===== src/rtl/iob_gray_counter_ud_pkg.sv =====
// Shared defaults for the up/down Gray counter and the pointer logic that reuses it.
package iob_gray_counter_ud_pkg;

    localparam int GCU_W_DEF       = 4;
    localparam int GCU_SAT_DEF     = 0;
    localparam int GCU_RST_VAL_DEF = 0;

endpackage


===== src/rtl/iob_bin2gray.sv =====
// Combinational binary-to-Gray converter; also used by FIFO pointer logic.
module iob_bin2gray #(
    parameter int W = 4
) (
    input  logic [W-1:0] bin_i,
    output logic [W-1:0] gray_o
);

    generate
        if (W == 1) begin : g_w1
            assign gray_o = bin_i;
        end else begin : g_wn
            assign gray_o = bin_i ^ (bin_i >> 1);
        end
    endgenerate

endmodule


===== src/rtl/iob_gray_counter_ud.sv =====
// Up/down counter keeping a binary count and its registered Gray code in lock-step,
// with synchronous load, wrap/saturate mode and registered boundary flags.
module iob_gray_counter_ud
    import iob_gray_counter_ud_pkg::*;
#(
    parameter int W       = GCU_W_DEF,
    parameter int SAT     = GCU_SAT_DEF,
    parameter int RST_VAL = GCU_RST_VAL_DEF
) (
    input  logic         clk_i,
    input  logic         cke_i,
    input  logic         rst_i,
    input  logic         en_i,
    input  logic         up_i,
    input  logic         ld_i,
    input  logic [W-1:0] ld_val_i,
    output logic [W-1:0] bin_o,
    output logic [W-1:0] gray_o,
    output logic         zero_o,
    output logic         max_o,
    output logic         wrap_o
);

    localparam logic [W-1:0] MAX_BIN = '1;
    localparam logic [W-1:0] RST_BIN = W'(RST_VAL);
    localparam logic [W-1:0] ONE     = W'(1);

    logic [W-1:0] bin_q;
    logic [W-1:0] gray_q;
    logic         zero_q;
    logic         max_q;
    logic         wrap_q;

    logic [W-1:0] bin_nxt;
    logic [W-1:0] gray_nxt;
    logic         wrap_nxt;

    // Reset is folded into the next-state mux so the single converter also
    // produces the reset Gray value.
    always_comb begin
        bin_nxt  = bin_q;
        wrap_nxt = 1'b0;
        if (rst_i) begin
            bin_nxt = RST_BIN;
        end else if (ld_i) begin
            bin_nxt = ld_val_i;
        end else if (en_i) begin
            if (up_i) begin
                if (bin_q == MAX_BIN) begin
                    wrap_nxt = 1'b1;
                    bin_nxt  = (SAT != 0) ? bin_q : '0;
                end else begin
                    bin_nxt = bin_q + ONE;
                end
            end else begin
                if (bin_q == '0) begin
                    wrap_nxt = 1'b1;
                    bin_nxt  = (SAT != 0) ? bin_q : MAX_BIN;
                end else begin
                    bin_nxt = bin_q - ONE;
                end
            end
        end
    end

    iob_bin2gray #(
        .W(W)
    ) u_bin2gray (
        .bin_i  (bin_nxt),
        .gray_o (gray_nxt)
    );

    // Single register group; reset overrides the clock enable.
    always_ff @(posedge clk_i) begin
        if (rst_i || cke_i) begin
            bin_q  <= bin_nxt;
            gray_q <= gray_nxt;
            zero_q <= (bin_nxt == '0);
            max_q  <= (bin_nxt == MAX_BIN);
            wrap_q <= wrap_nxt;
        end
    end

    assign bin_o  = bin_q;
    assign gray_o = gray_q;
    assign zero_o = zero_q;
    assign max_o  = max_q;
    assign wrap_o = wrap_q;

endmodule


===== config.mk =====
export PLATFORM = sky130hd
export DESIGN_NAME = iob_gray_counter_ud
export DESIGN_NICKNAME = d
export VERILOG_FILES = /design/src/rtl/iob_gray_counter_ud_pkg.sv /design/src/rtl/iob_bin2gray.sv /design/src/rtl/iob_gray_counter_ud.sv
export SDC_FILE = /design/constraint.sdc
export NUM_CORES = 1
export LEC_CHECK = 0
export BUFFER_PORTS_ARGS = -buffer_cell sky130_fd_sc_hd__buf_2
export CORE_MARGIN = 2
export CORE_UTILIZATION = 45
export CTS_CLUSTER_DIAMETER = 80
export CTS_CLUSTER_SIZE = 10
export DETAILED_ROUTE_END_ITERATION = 6
export GPL_TIMING_DRIVEN = 0
export PLACE_DENSITY = 0.73
export SLEW_MARGIN = 15
export SYNTH_ARGS = -nofsm -noshare
export SYNTH_HDL_FRONTEND = slang
export SYNTH_SLANG_ARGS = --single-unit
export TNS_END_PERCENT = 1

===== constraint.sdc =====
create_clock -name clk_i -period 2 [get_ports clk_i]
set_input_delay 0.1 -clock clk_i [delete_from_list [all_inputs] [get_ports clk_i]]
set_output_delay 0.1 -clock clk_i [all_outputs]
set_load 0.005 [all_outputs]

### After elaboration in Yosys (flattened, before gate mapping)

Index checks and enable logic that the tools add are counted.

* register bits: 11
* output and inout port bits: 11

* reduce and logical (&&, ||, !) cells: 4
* equality and inequality tests: 2
* bitwise operators: 2
* $add $sub $neg: 2
* multiplexer cells: 9

Operators by type and width (count)
* two-way mux 4 bit: 6
* == test 4 bit, second input constant: 2
* logical NOT 4 bit: 2
* adder 4 x 1 -> 4 bit, second input constant: 1
* subtractor 4 x 1 -> 4 bit, second input constant: 1
* XOR 4 x 3 -> 4 bit: 1
* two-way mux 1 bit: 3
* OR reduction 3 bit: 1
* logical OR 1 bit: 1
* inverter 1 bit: 1

### Logic depth before layout (Yosys ltp)

* word-level depth: 7
* depth in mapped cells: 8
* gate-level depth less buffers: 8

### Modules after synthesis

Synthesis repeated with hierarchy kept, for this count alone.

* cell total of the unflattened synthesis: 56
* area, all modules: 631.9 µm²

By module, submodules not included
* iob_gray_counter_ud: cells each 52, seq. area each 330.3 µm², instances 1, area an instance 598.1 µm²
* iob_bin2gray: cells each 4, seq. area each 0.0 µm², instances 1, area an instance 33.8 µm²

### Least setup slack after synthesis

No wires, ideal clock.

* path type: register to register
* start: register bin_q[0], in the netlist bin_o[0]
* end: register zero_q, in the netlist zero_o (data pin)
* arrival: 1940 ps
* setup slack: -195 ps
* stages on the path, launching flop included: 9
* required time: 1745 ps
* cell sequence: edfxtp_1 inv_1 ha_1 or3b_2 a221oi_1 a21o_1 o21ai_0 ha_1 and2_1

* word-level cells in the longest chain between the ends: 7
* elaborated cells on any way between the ends: 11

RTL lines
* start: declaration: line iob_gray_counter_ud.sv:28 `logic [W-1:0] bin_q;`
* start signal: assignment: line iob_gray_counter_ud.sv:76 `bin_q <= bin_nxt;`
* subtractor 4 x 1 -> 4 bit, or another cell as far along: line iob_gray_counter_ud.sv:60 `bin_nxt = bin_q - ONE;`
* two-way mux 4 bit (on tied branches): line iob_gray_counter_ud.sv:56, iob_gray_counter_ud.sv:49
* two-way mux 4 bit: line iob_gray_counter_ud.sv:48 `if (up_i) begin`
* two-way mux 4 bit *: line iob_gray_counter_ud.sv:47 `end else if (en_i) begin`
* two-way mux 4 bit *: line iob_gray_counter_ud.sv:45 `end else if (ld_i) begin`
* two-way mux 4 bit *: line iob_gray_counter_ud.sv:43 `if (rst_i) begin`
* logical NOT 4 bit *: line iob_gray_counter_ud.sv:78 `zero_q <= (bin_nxt == '0);`
* end signal: assignment: line iob_gray_counter_ud.sv:78
* end: declaration: line iob_gray_counter_ud.sv:30 `logic zero_q;`

Every way passes the cells marked *; elsewhere a longest branch is shown, timed or not.
A chain may end at the register's enable or synchronous reset.

### Final worst setup path

Same ends and word-level chain as after synthesis.

==> out/qor.log <==
[global_routing] via count of the first global-routing pass 621
[drt] wirelength, routed 1769 um
[timing] final worst setup slack -0.1557 ns
[critical_path] family with the most delay on the worst path simple AND/OR/NAND/NOR gates
[timing] fin crit share 107.8%
[global_routing] remaining global-route overflow 0
[drt] residual DRC count 0
[critical_path] Critical Path Most Common Cell sky130_fd_sc_hd__ha_4
[clock_tree] TritonCTS clock tree done
[critical_path] biggest cell delay along the critical path 0.48 ns
[synthesis] EDFF count, synth 10
[synthesis] gate count of the mapped netlist 69
[clock_tree] clock tree sinks 10
[critical_path] cells traversed along the worst timing path inv_2 -> ha_4 -> or3b_4 -> a221oi_2 -> a21o_1 -> o21ai_2 -> ha_4 -> and2_4
[critical_path] Setup crit end kind flip-flop
[outcome] status finished with violations
[clock_tree] maximum root-to-sink buffer count 2
[synthesis] library cells used by synthesis 39
[critical_path] WP data required 2.04 ns
[clock_tree] clock slew seen by the registers of the worst setup and hold paths 0.08 ns
[pwr] Peak VDD IR 0.4362 mV
[timing] Final setup viols 5
[pwr] static leakage 0.0004505 uW
[cells_and_area] area added between synthesis and finish 31.88%
[clock_tree] clock buffers created by TritonCTS 3
[pwr] total power of the final layout 616.7 uW
[clock_tree] level count of the clock H-tree 1
[placed_design] global placer's final weighted congestion 0.7770
[timing] unrepaired setup endpoints after global routing yes
[floorplan] Core Footprint 1524 um^2
[drt] Pre-antenna DRT Iters 4
[timing] setup skew after layout 0.01037 ns
[critical_path] combined buffer and inverter count along the critical path 1
[timing] achievable clock frequency 0.4639 GHz
[synthesis] Yosys warning total 0
[cells_and_area] Final Util 64.53%
[cells_and_area] fraction of final layout cells with drive strength greater than 1 46.94%
[drt] average wire length per cell after detail routing 15.52 um
[synthesis] mean instance size in the synthesized netlist 10.81 um^2
[critical_path] critical path data arrival time 2.19 ns
[global_routing] wire length of the first global-routing pass 2801 um
[synthesis] count of state elements after synthesis 10
[global_routing] pin count of the biggest net entering global routing 11
[drt] Starting DRT DRC Count 27
[cells_and_area] commonest non-fill, non-tap cell in the layout sky130_fd_sc_hd__buf_2
[drt] ANT nets after route 0
[pwr] Power Dens Cells 627.1 nW/um^2
[floorplan] height of the chip 44.71 um
[synthesis] post-synthesis cell area 745.7 um^2
[synthesis] sequential element share of the synthesized area 40.27%
[cells_and_area] post-layout net count 115
[timing] Worst slew margin 77.24%
[floorplan] starting density of the core 48.93%
[synthesis] ys async rst share 0%
[placed_design] DP Wirelength 1116 um
[drt] uppermost metal layer occupied by signal nets met4
[drt] met3 wire length 90 um
[cells_and_area] diodes inserted 0
[critical_path] biggest fanout along the worst timing path 5
[timing] Total Negative Setup Slacks -0.4363 ns
[clock_tree] root buffer selected by CTS sky130_fd_sc_hd__clkbuf_4
[floorplan] number of standard-cell rows in the floorplan 14
[outcome] violations in the final reports negative setup slack
[global_routing] All-Layer GR Usage 19.41%
[cells_and_area] filler cell count in the final layout 123
[critical_path] standard cell with the maximum stage delay on the critical path sky130_fd_sc_hd__edfxtp_1
[drt] via/cell ratio 5.895
[cells_and_area] most used cells in the layout excluding fill and tap cells sky130_fd_sc_hd__buf_2 (19), sky130_fd_sc_hd__edfxtp_1 (10), sky130_fd_sc_hd__buf_4 (8), sky130_fd_sc_hd__inv_1 (5), sky130_fd_sc_hd__a21oi_1 (4)
[hold_path] class of the tightest hold or removal check input pin to flip-flop
[floorplan] Die Footprint 1999 um^2
[timing] total count of hold-check failures in the final report 0
[synthesis] net count after synthesis 85
[critical_path] type of origin of the critical path flip-flop
[timing] min cycle time layout 2.156 ns
[drt] Met1 Wirelength 758 um
[critical_path] Setup CP Type flip-flop to flip-flop
[clock_tree] Skew-Pair Late Insertion Delay 0.27 ns
[timing] number of pins exceeding their max-slew limit in the final report 0
[floorplan] die width 44.71 um
[global_routing] number of antenna violations at the first check in global routing 0
[flow_run] number of maximum-capacitance constraint violations 0
[placed_design] Setup Slack @ Placement -0.2159 ns
[synthesis] most used flip-flop cell after synthesis sky130_fd_sc_hd__edfxtp_1
[timing] transition time at the pin with the least slew margin 0.3414 ns
[floorplan] Boundary Pins 21
[placed_design] count of buffers from port buffering 19
[drt] WL met2 901 um
[clock_tree] Post-CTS Hold Buffers 0
[drt] overall via count from detail_route 672
## Yosys cell counts, types with 2 or more instances
master	number	area, um^2
sky130_fd_sc_hd__a21o_1	2	15.01
sky130_fd_sc_hd__a21oi_1	4	20.02
sky130_fd_sc_hd__a221oi_1	2	17.52
sky130_fd_sc_hd__and2_1	2	12.51
sky130_fd_sc_hd__buf_4	2	15.01
sky130_fd_sc_hd__edfxtp_1	10	300.3
sky130_fd_sc_hd__ha_1	6	75.07
sky130_fd_sc_hd__inv_1	7	26.28
sky130_fd_sc_hd__nand2_1	2	7.510
sky130_fd_sc_hd__nor2_1	2	7.510
sky130_fd_sc_hd__o21a_1	2	15.01
## final cells by class
| class | count | area [um^2] | share of cell area (%) |
|---|---|---|---|
| Clock inverter | 1 | 3.754 | 0.3817 |
| Inverter | 7 | 26.28 | 2.672 |
| Buffer | 4 | 40.04 | 4.071 |
| Tap cell | 16 | 20.02 | 2.036 |
| Multi-Input combinational cell | 48 | 430.4 | 43.77 |
| Sequential cell | 10 | 300.3 | 30.53 |
| Clock buffer | 3 | 22.52 | 2.290 |
| Timing Repair Buffer | 25 | 140.1 | 14.25 |
## cell families (layout without fill, tap and decap cells)
logic type / after synthesis / count (layout) / share of synthesized area, %
AO/OA/AOI/OAI: 21 / 21 / 21.31
XOR/XNOR: 1 / 1 / 1.175
adder cells (fa/ha/maj): 6 / 6 / 10.07
buffers and inverters: 11 / 40 / 8.892
flip-flops: 10 / 10 / 40.27
multiplexers: 1 / 1 / 2.013
AND/OR/NAND/NOR: 19 / 19 / 16.28
## registers in the layout, indices dropped and copies added, names as in the netlist
name	flops
gray_o	3
wrap_o	1
bin_o	4
max_o	1
zero_o	1
## worst register-to-register path: cells and delay by family (launching register included)
| kind | cells | cell delay, ns |
|---|---|---|
| buffers and inverters | 1 | 0.13 |
| adders and majority gates | 2 | 0.30 |
| AOI/OAI and AO/OA | 3 | 0.49 |
| DFF | 1 | 0.48 |
| and+or+nand+nor | 2 | 0.52 |
## through the flow
| stage | hold slack [ns] | instance area (um^2) | cells |
|---|---|---|---|
| floorplan | 0.3380 | 762.0 | 69 |
| finish | 0.1997 | 983.4 | 114 |
| global placement | 0.4706 | 877.1 | 104 |
| CTS | 0.1862 | 969.7 | 114 |
| global route | 0.2016 | 983.4 | 114 |
| detailed placement | 0.4667 | 877.1 | 104 |
## what timing repair did
action	4_1_cts	5_1_grt
setup endpoints to repair	5	5
gates resized for setup	7	2
pin swaps	10	0
setup buffers	6	0
cloned	0	0
## final timing paths
| kind | startpoint | endpoint | slack, ns | cells after the start |
|---|---|---|---|---|
| setup / recovery | bin_o[0] | zero_o | -0.16 | 8 |
| hold / removal | ld_val_i[1] | gray_o[1] | 0.20 | 2 |
| setup reg to reg | bin_o[0] | zero_o | -0.16 | 8 |
| hold reg to reg | bin_o[3] | wrap_o | 0.91 | 2 |
## routing by layer
layer | vias up | GRT usage [%]
li1 | 323 | -
met1 | 326 | 23.85
met2 | 21 | 31.30
met3 | 2 | 7.200
met4 | 0 | 6.667
met5 | - | 0
## where the power goes
part | switching [uW] | leakage [uW] | internal, uW
combinational | 92.8 | 0.000327 | 101
clock | 76.3 | 0.0000154 | 72.2
sequential | 16.4 | 0.000108 | 258
total | 185 | 0.000450 | 431
Note: power is estimated with default switching activity, not from simulation.
